### src/rtl/seven_seg_scan_driver.sv
// Multiplexed seven-segment scan driver with double-buffered codes, blanking and blinking.
// Optional leading-zero suppression is enabled by defining SEVSEG_LZ_BLANK_EN.
module seven_seg_scan_driver #(
  parameter int NUM_DIGITS   = 4,
  parameter int SCAN_DIV     = 100000,
  parameter int BLINK_FRAMES = 64
) (
  input  logic                    clk,
  input  logic                    reset,
  input  logic                    load,
  input  logic [5*NUM_DIGITS-1:0] codes,
  input  logic [NUM_DIGITS-1:0]   blank_mask,
  input  logic [NUM_DIGITS-1:0]   blink_mask,
  output logic [6:0]              seg,
  output logic [NUM_DIGITS-1:0]   an
);

  localparam int PW = $clog2(SCAN_DIV);
  localparam int IW = (NUM_DIGITS > 1) ? $clog2(NUM_DIGITS) : 1;
  localparam int FW = (BLINK_FRAMES > 1) ? $clog2(BLINK_FRAMES) : 1;

  logic [PW-1:0] presc;
  logic [IW-1:0] idx;
  logic [FW-1:0] fcnt;
  logic          phase;
  logic          pend_v;
  logic [NUM_DIGITS-1:0][4:0] pend_codes, act_codes;
  logic [NUM_DIGITS-1:0]      pend_blank, pend_blink, act_blank, act_blink;
  logic tick, wrap, dark;

  // Active-low segment pattern, bit order {g,f,e,d,c,b,a}
  function automatic logic [6:0] glyph(input logic [4:0] c);
    case (c)
      5'd0:  glyph = 7'h40;
      5'd1:  glyph = 7'h79;
      5'd2:  glyph = 7'h24;
      5'd3:  glyph = 7'h30;
      5'd4:  glyph = 7'h19;
      5'd5:  glyph = 7'h12;
      5'd6:  glyph = 7'h02;
      5'd7:  glyph = 7'h78;
      5'd8:  glyph = 7'h00;
      5'd9:  glyph = 7'h10;
      5'd14: glyph = 7'h06;
      5'd15: glyph = 7'h2F;
      5'd16: glyph = 7'h12;
      5'd17: glyph = 7'h63;
      5'd18: glyph = 7'h03;
      5'd19: glyph = 7'h0C;
      5'd20: glyph = 7'h47;
      5'd21: glyph = 7'h41;
      default: glyph = 7'h7F;
    endcase
  endfunction

  assign tick = (presc == PW'(SCAN_DIV - 1));
  assign wrap = tick && (idx == IW'(NUM_DIGITS - 1));

`ifdef SEVSEG_LZ_BLANK_EN
  logic [NUM_DIGITS-1:0] lz;

  function automatic logic zero_like(input logic [4:0] c);
    zero_like = (c == 5'd0) || (c >= 5'd10 && c <= 5'd13) || (c >= 5'd22);
  endfunction

  // Suppression scans from the most significant digit; digit 0 always shows
  function automatic logic [NUM_DIGITS-1:0] lz_of(input logic [NUM_DIGITS-1:0][4:0] c);
    logic lead;
    lz_of = '0;
    lead  = 1'b1;
    for (int i = NUM_DIGITS - 1; i >= 1; i--) begin
      if (lead && zero_like(c[i])) lz_of[i] = 1'b1;
      else                         lead     = 1'b0;
    end
  endfunction

  always_ff @(posedge clk) begin
    if (reset)               lz <= '0;
    else if (wrap && pend_v) lz <= lz_of(pend_codes);
  end

  assign dark = act_blank[idx] | (act_blink[idx] & phase) | lz[idx];
`else
  assign dark = act_blank[idx] | (act_blink[idx] & phase);
`endif

  always_ff @(posedge clk) begin
    if (reset) begin
      presc <= '0;
      idx   <= '0;
      fcnt  <= '0;
      phase <= 1'b0;
    end else begin
      presc <= tick ? '0 : presc + 1'b1;
      if (tick) idx <= wrap ? '0 : idx + 1'b1;
      if (wrap) begin
        if (fcnt == FW'(BLINK_FRAMES - 1)) begin
          fcnt  <= '0;
          phase <= ~phase;
        end else begin
          fcnt  <= fcnt + 1'b1;
        end
      end
    end
  end

  // A load on the boundary cycle lands in pending while active takes the old pending
  always_ff @(posedge clk) begin
    if (reset) begin
      pend_v     <= 1'b0;
      pend_codes <= {NUM_DIGITS{5'd31}};
      pend_blank <= '0;
      pend_blink <= '0;
      act_codes  <= {NUM_DIGITS{5'd31}};
      act_blank  <= '0;
      act_blink  <= '0;
    end else begin
      if (wrap && pend_v) begin
        act_codes <= pend_codes;
        act_blank <= pend_blank;
        act_blink <= pend_blink;
      end
      if (load) begin
        pend_codes <= codes;
        pend_blank <= blank_mask;
        pend_blink <= blink_mask;
        pend_v     <= 1'b1;
      end else if (wrap) begin
        pend_v     <= 1'b0;
      end
    end
  end

  always_ff @(posedge clk) begin
    if (reset) begin
      seg <= 7'h7F;
      an  <= '1;
    end else begin
      seg <= dark ? 7'h7F : glyph(act_codes[idx]);
      an  <= ~(NUM_DIGITS'(1) << idx);
    end
  end

endmodule

### config.mk
export PLATFORM = sky130hd
export DESIGN_NAME = seven_seg_scan_driver
export DESIGN_NICKNAME = d
export VERILOG_FILES = /design/src/rtl/seven_seg_scan_driver.sv
export SDC_FILE = /design/constraint.sdc
export NUM_CORES = 1
export LEC_CHECK = 0
export ABC_AREA = 1
export CORE_AREA = 10 10 134 136
export CTS_CLUSTER_SIZE = 8
export DETAILED_ROUTE_END_ITERATION = 8
export DIE_AREA = 0 0 144 146
export DONT_BUFFER_PORTS = 1
export HOLD_SLACK_MARGIN = 0.1
export PLACE_DENSITY = 0.39
export SLEW_MARGIN = 30
export SYNTH_ARGS = -nofsm -noshare
export SYNTH_HDL_FRONTEND = slang
export SYNTH_SLANG_ARGS = --single-unit
### constraint.sdc
create_clock -name clk -period 4 [get_ports clk]
set_input_delay 0.4 -clock clk [delete_from_list [all_inputs] [get_ports clk]]
set_output_delay 0.4 -clock clk [all_outputs]
set_load 0.005 [all_outputs]
==> impl_metrics.py <==
metrics = {
    "status": {
        "status": "complete, no violations",
    },
    "grt": {
        "gr-total-overflow": 0,
        "grt_pass1_vias": 3763,
        "grt_pass1_wl_um": 19800,
        "track_usage_pct": 11.6,
        "grt_max_degree": 51,
        "antenna_found_initial": 0,
    },
    "logic_synthesis": {
        "ys_seq_area_share_pct": 42.1,
        "syn-mean-instance-area_um2": 6.95,
        "ys.warnings.count": 0,
        "synth_seq_cells": 94,
        "synth_top_area_cell": "dfxtp_1",
        "synth.top_cell.area_share_pct": 42.1,
        "syn_area_mm2": 0.00447,
        "syn_nets": 688,
        "synthTopCellsByArea": "dfxtp_1 42%, nand2_1 18%, nand3_1 10%",
        "ys_types": 30,
        "synthCells": 643,
    },
    "setup_path": {
        "critPathMaxFanout": 20,
        "arrival_ns": 2.67,
        "crit_path_max_incr_delay_ns": 0.74,
        "critPathTopFamily": "simple AND/OR/NAND/NOR gates",
        "crit_top_cell": "nand3_1",
        "startpoint_type": "flip-flop",
        "r2r_end": "seg[6]$_SDFF_PP1_",
        "crit_chain": "inv_2 > nand2_1 > nand3_1 > nand2_1 > ha_1 > or2_2 > nand3_1 > nand3_1",
        "reg2reg_slack_ns": 1.57,
        "path_depth": 8,
        "worst-setup-path-type": "flip-flop to flip-flop",
        "cp_slowest_cell": "dfxtp_1",
        "worst_setup_path_end_kind": "flip-flop",
        "crit_required_ns": 4.24,
        "path_buf_inv": 1,
        "r2r-start": "idx[0]$_SDFFE_PP0P_",
        "reg2regPathDepth": 8,
    },
    "timing": {
        "worst_slew_pin_slew_ns": 0.945,
        "clock.fmax_mhz": 411,
        "setup_viol": 0,
        "slew_headroom_pct": 36.9,
        "setup_tns_ns": 0,
        "fin_crit_sh_pct": 60.9,
        "maxSlewViolCount": 0,
        "fin_skew_ns": 0.00494,
        "hold_viol": 0,
        "rsz0062_at_grt": "no",
        "min_period_ns": 2.43,
        "holdWs_ns": 0.116,
    },
    "power_and_ir_drop": {
        "power_leakage_nw": 2.11,
        "power.density_mw_per_mm2": 382,
        "ir_drop_uv": 174,
    },
    "routing": {
        "wl_um": 11600,
        "ant_nets": 0,
        "viasPerCell": 4.65,
        "drt-met1-wl_um": 6170,
        "drc": 0,
        "wl_met3_um": 524,
        "wl_met2_um": 4720,
        "drt_iter0_drc": 243,
        "top_layer": "met4",
        "via_count": 3843,
        "wl_per_cell_um": 14.0,
        "dr.pass1.iters": 4,
    },
    "job": {
        "cap_violations": 0,
    },
    "floorplan": {
        "fp.dieW_um": 144,
        "dieHeight_um": 146,
        "num_rows": 46,
        "start_util_pct": 28.9,
        "io_pins": 42,
        "dieArea_mm2": 0.0210,
        "coreArea_mm2": 0.0155,
    },
    "clocking": {
        "clk_latency_ns": 0.35,
        "cts.sinks": 94,
        "cts-root-buf": "clkbuf_16",
        "numCtsBuffers": 9,
        "clk_pin_slew_ns": 0.07,
        "htreeDepth": 3,
        "postCtsSetupBuffers": 0,
        "cts_tree": "done",
        "clock_path_buffers": 2,
    },
    "hold_path": {
        "worstHoldStart": "reset",
        "min_to": "fcnt[3]$_SDFFE_PP0P_",
        "holdPathStages": 1,
        "hold_class": "input pin to flip-flop",
    },
    "placed_design": {
        "gp_congestion": 0.835,
        "port_buffers": 0,
        "dp_cells": 810,
        "dpl.hpwl_um": 8130,
    },
    "finish": {
        "syn_to_final_growth_pct": 9.10,
        "drive_gt1_share_pct": 6.61,
        "antennaDiodeCount": 0,
        "fin_nets": 675,
        "fill_cells": 1703,
        "instances_no_fill": 827,
    },
}
[report_power, final]
| part | switching (mW) | internal [mW] | leakage, nW |
|---|---|---|---|
| logic | 0.0346 | 0.0170 | 1.21 |
| registers | 0.0181 | 0.959 | 0.768 |
| clock network | 0.390 | 0.442 | 0.135 |
[timing repair]
action / in CTS / in global routing
hold buffers: 1 / 0
gates resized for setup: 0 / 0
endpoints found under the hold margin: 3 / 0
[registers in the layout, summed over array words and instances (netlist names)]
| register | flops |
|---|---|
| act_codes | 20 |
| pend_codes | 20 |
| presc | 17 |
| seg | 7 |
| fcnt | 6 |
| act_blank | 4 |
| act_blink | 4 |
| an | 4 |
| pend_blank | 4 |
| pend_blink | 4 |
| idx | 2 |
| pend_v | 1 |
| phase | 1 |
[logic make-up (layout without fill, tap and decap cells)]
| logic type | count (synthesis) | in the layout | synth area share [%] |
|---|---|---|---|
| DFF | 94 | 94 | 42.1 |
| buffers and inverters | 76 | 68 | 7.33 |
| xor gates and xnor gates | 7 | 7 | 1.37 |
| adders and majority gates | 14 | 14 | 3.92 |
| AOI/OAI and AO/OA | 43 | 43 | 4.93 |
| and+or+nand+nor | 409 | 409 | 40.3 |
[stage by stage]
stage	instance area, um^2	worst slack [ns]	power, mW	util (%)
floorplan	4470	2.24	1.04	-
global placement	4580	1.63	1.05	29.6
detailed placement	4580	1.53	1.05	29.6
CTS	4880	1.53	1.90	31.5
global route	4880	1.25	1.95	31.5
finish	4880	1.57	1.86	31.5
[cell usage after synthesis, drive strengths merged]
library cell	instances
a21oi	22
buf	15
clkbuf	12
dfxtp	94
ha	14
inv	49
nand2	213
nand3	98
nand3b	1
nand4	12
nor2	74
nor3	10
o211ai	2
o21ai	19
or2	1
xnor2	1
xor2	6
[cell usage in the layout (no fill, tap or decap), drive strengths merged]
cell         count
nand3b           1
nand2          213
dlygate4sd3      1
clkinv           3
buf              2
o21ai           19
dfxtp           94
or2              1
xnor2            1
inv             50
o211ai           2
ha              14
nor2            74
a21oi           22
xor2             6
clkinvlp         2
nand3           98
nand4           12
clkbuf          10
nor3            10
[cell type report]
type	count	area [um^2]	share of cell area, %
well taps	192	240	4.93
clock inverters	6	46.3	0.949
inverters	49	184	3.77
flip-flops and latches	94	1880	38.6
multi-input cells	473	2260	46.3
clock buffers	10	239	4.90
repair buffers	3	25.0	0.513
[metal layers]
layer  global-route usage (%)  vias up
li1                         -     2033
met1                     16.4     1730
met2                     16.1       67
met3                     3.10       13
met4                     4.44        0
met5                        0        -
[how the worst max path moves through the flow]
stage / end / start / slack [ns]
2_1_floorplan: seg[6]$_SDFF_PP1_ / idx[0]$_SDFFE_PP0P_ / 2.24
3_3_place_gp: seg[6]$_SDFF_PP1_ / idx[0]$_SDFFE_PP0P_ / 1.63
3_5_place_dp: seg[6]$_SDFF_PP1_ / idx[0]$_SDFFE_PP0P_ / 1.53
4_1_cts: seg[6]$_SDFF_PP1_ / idx[0]$_SDFFE_PP0P_ / 1.53
5_1_grt: seg[6]$_SDFF_PP1_ / idx[0]$_SDFFE_PP0P_ / 1.25
6_report: seg[6]$_SDFF_PP1_ / idx[0]$_SDFFE_PP0P_ / 1.57
Note: power is estimated with default switching activity, not from simulation.
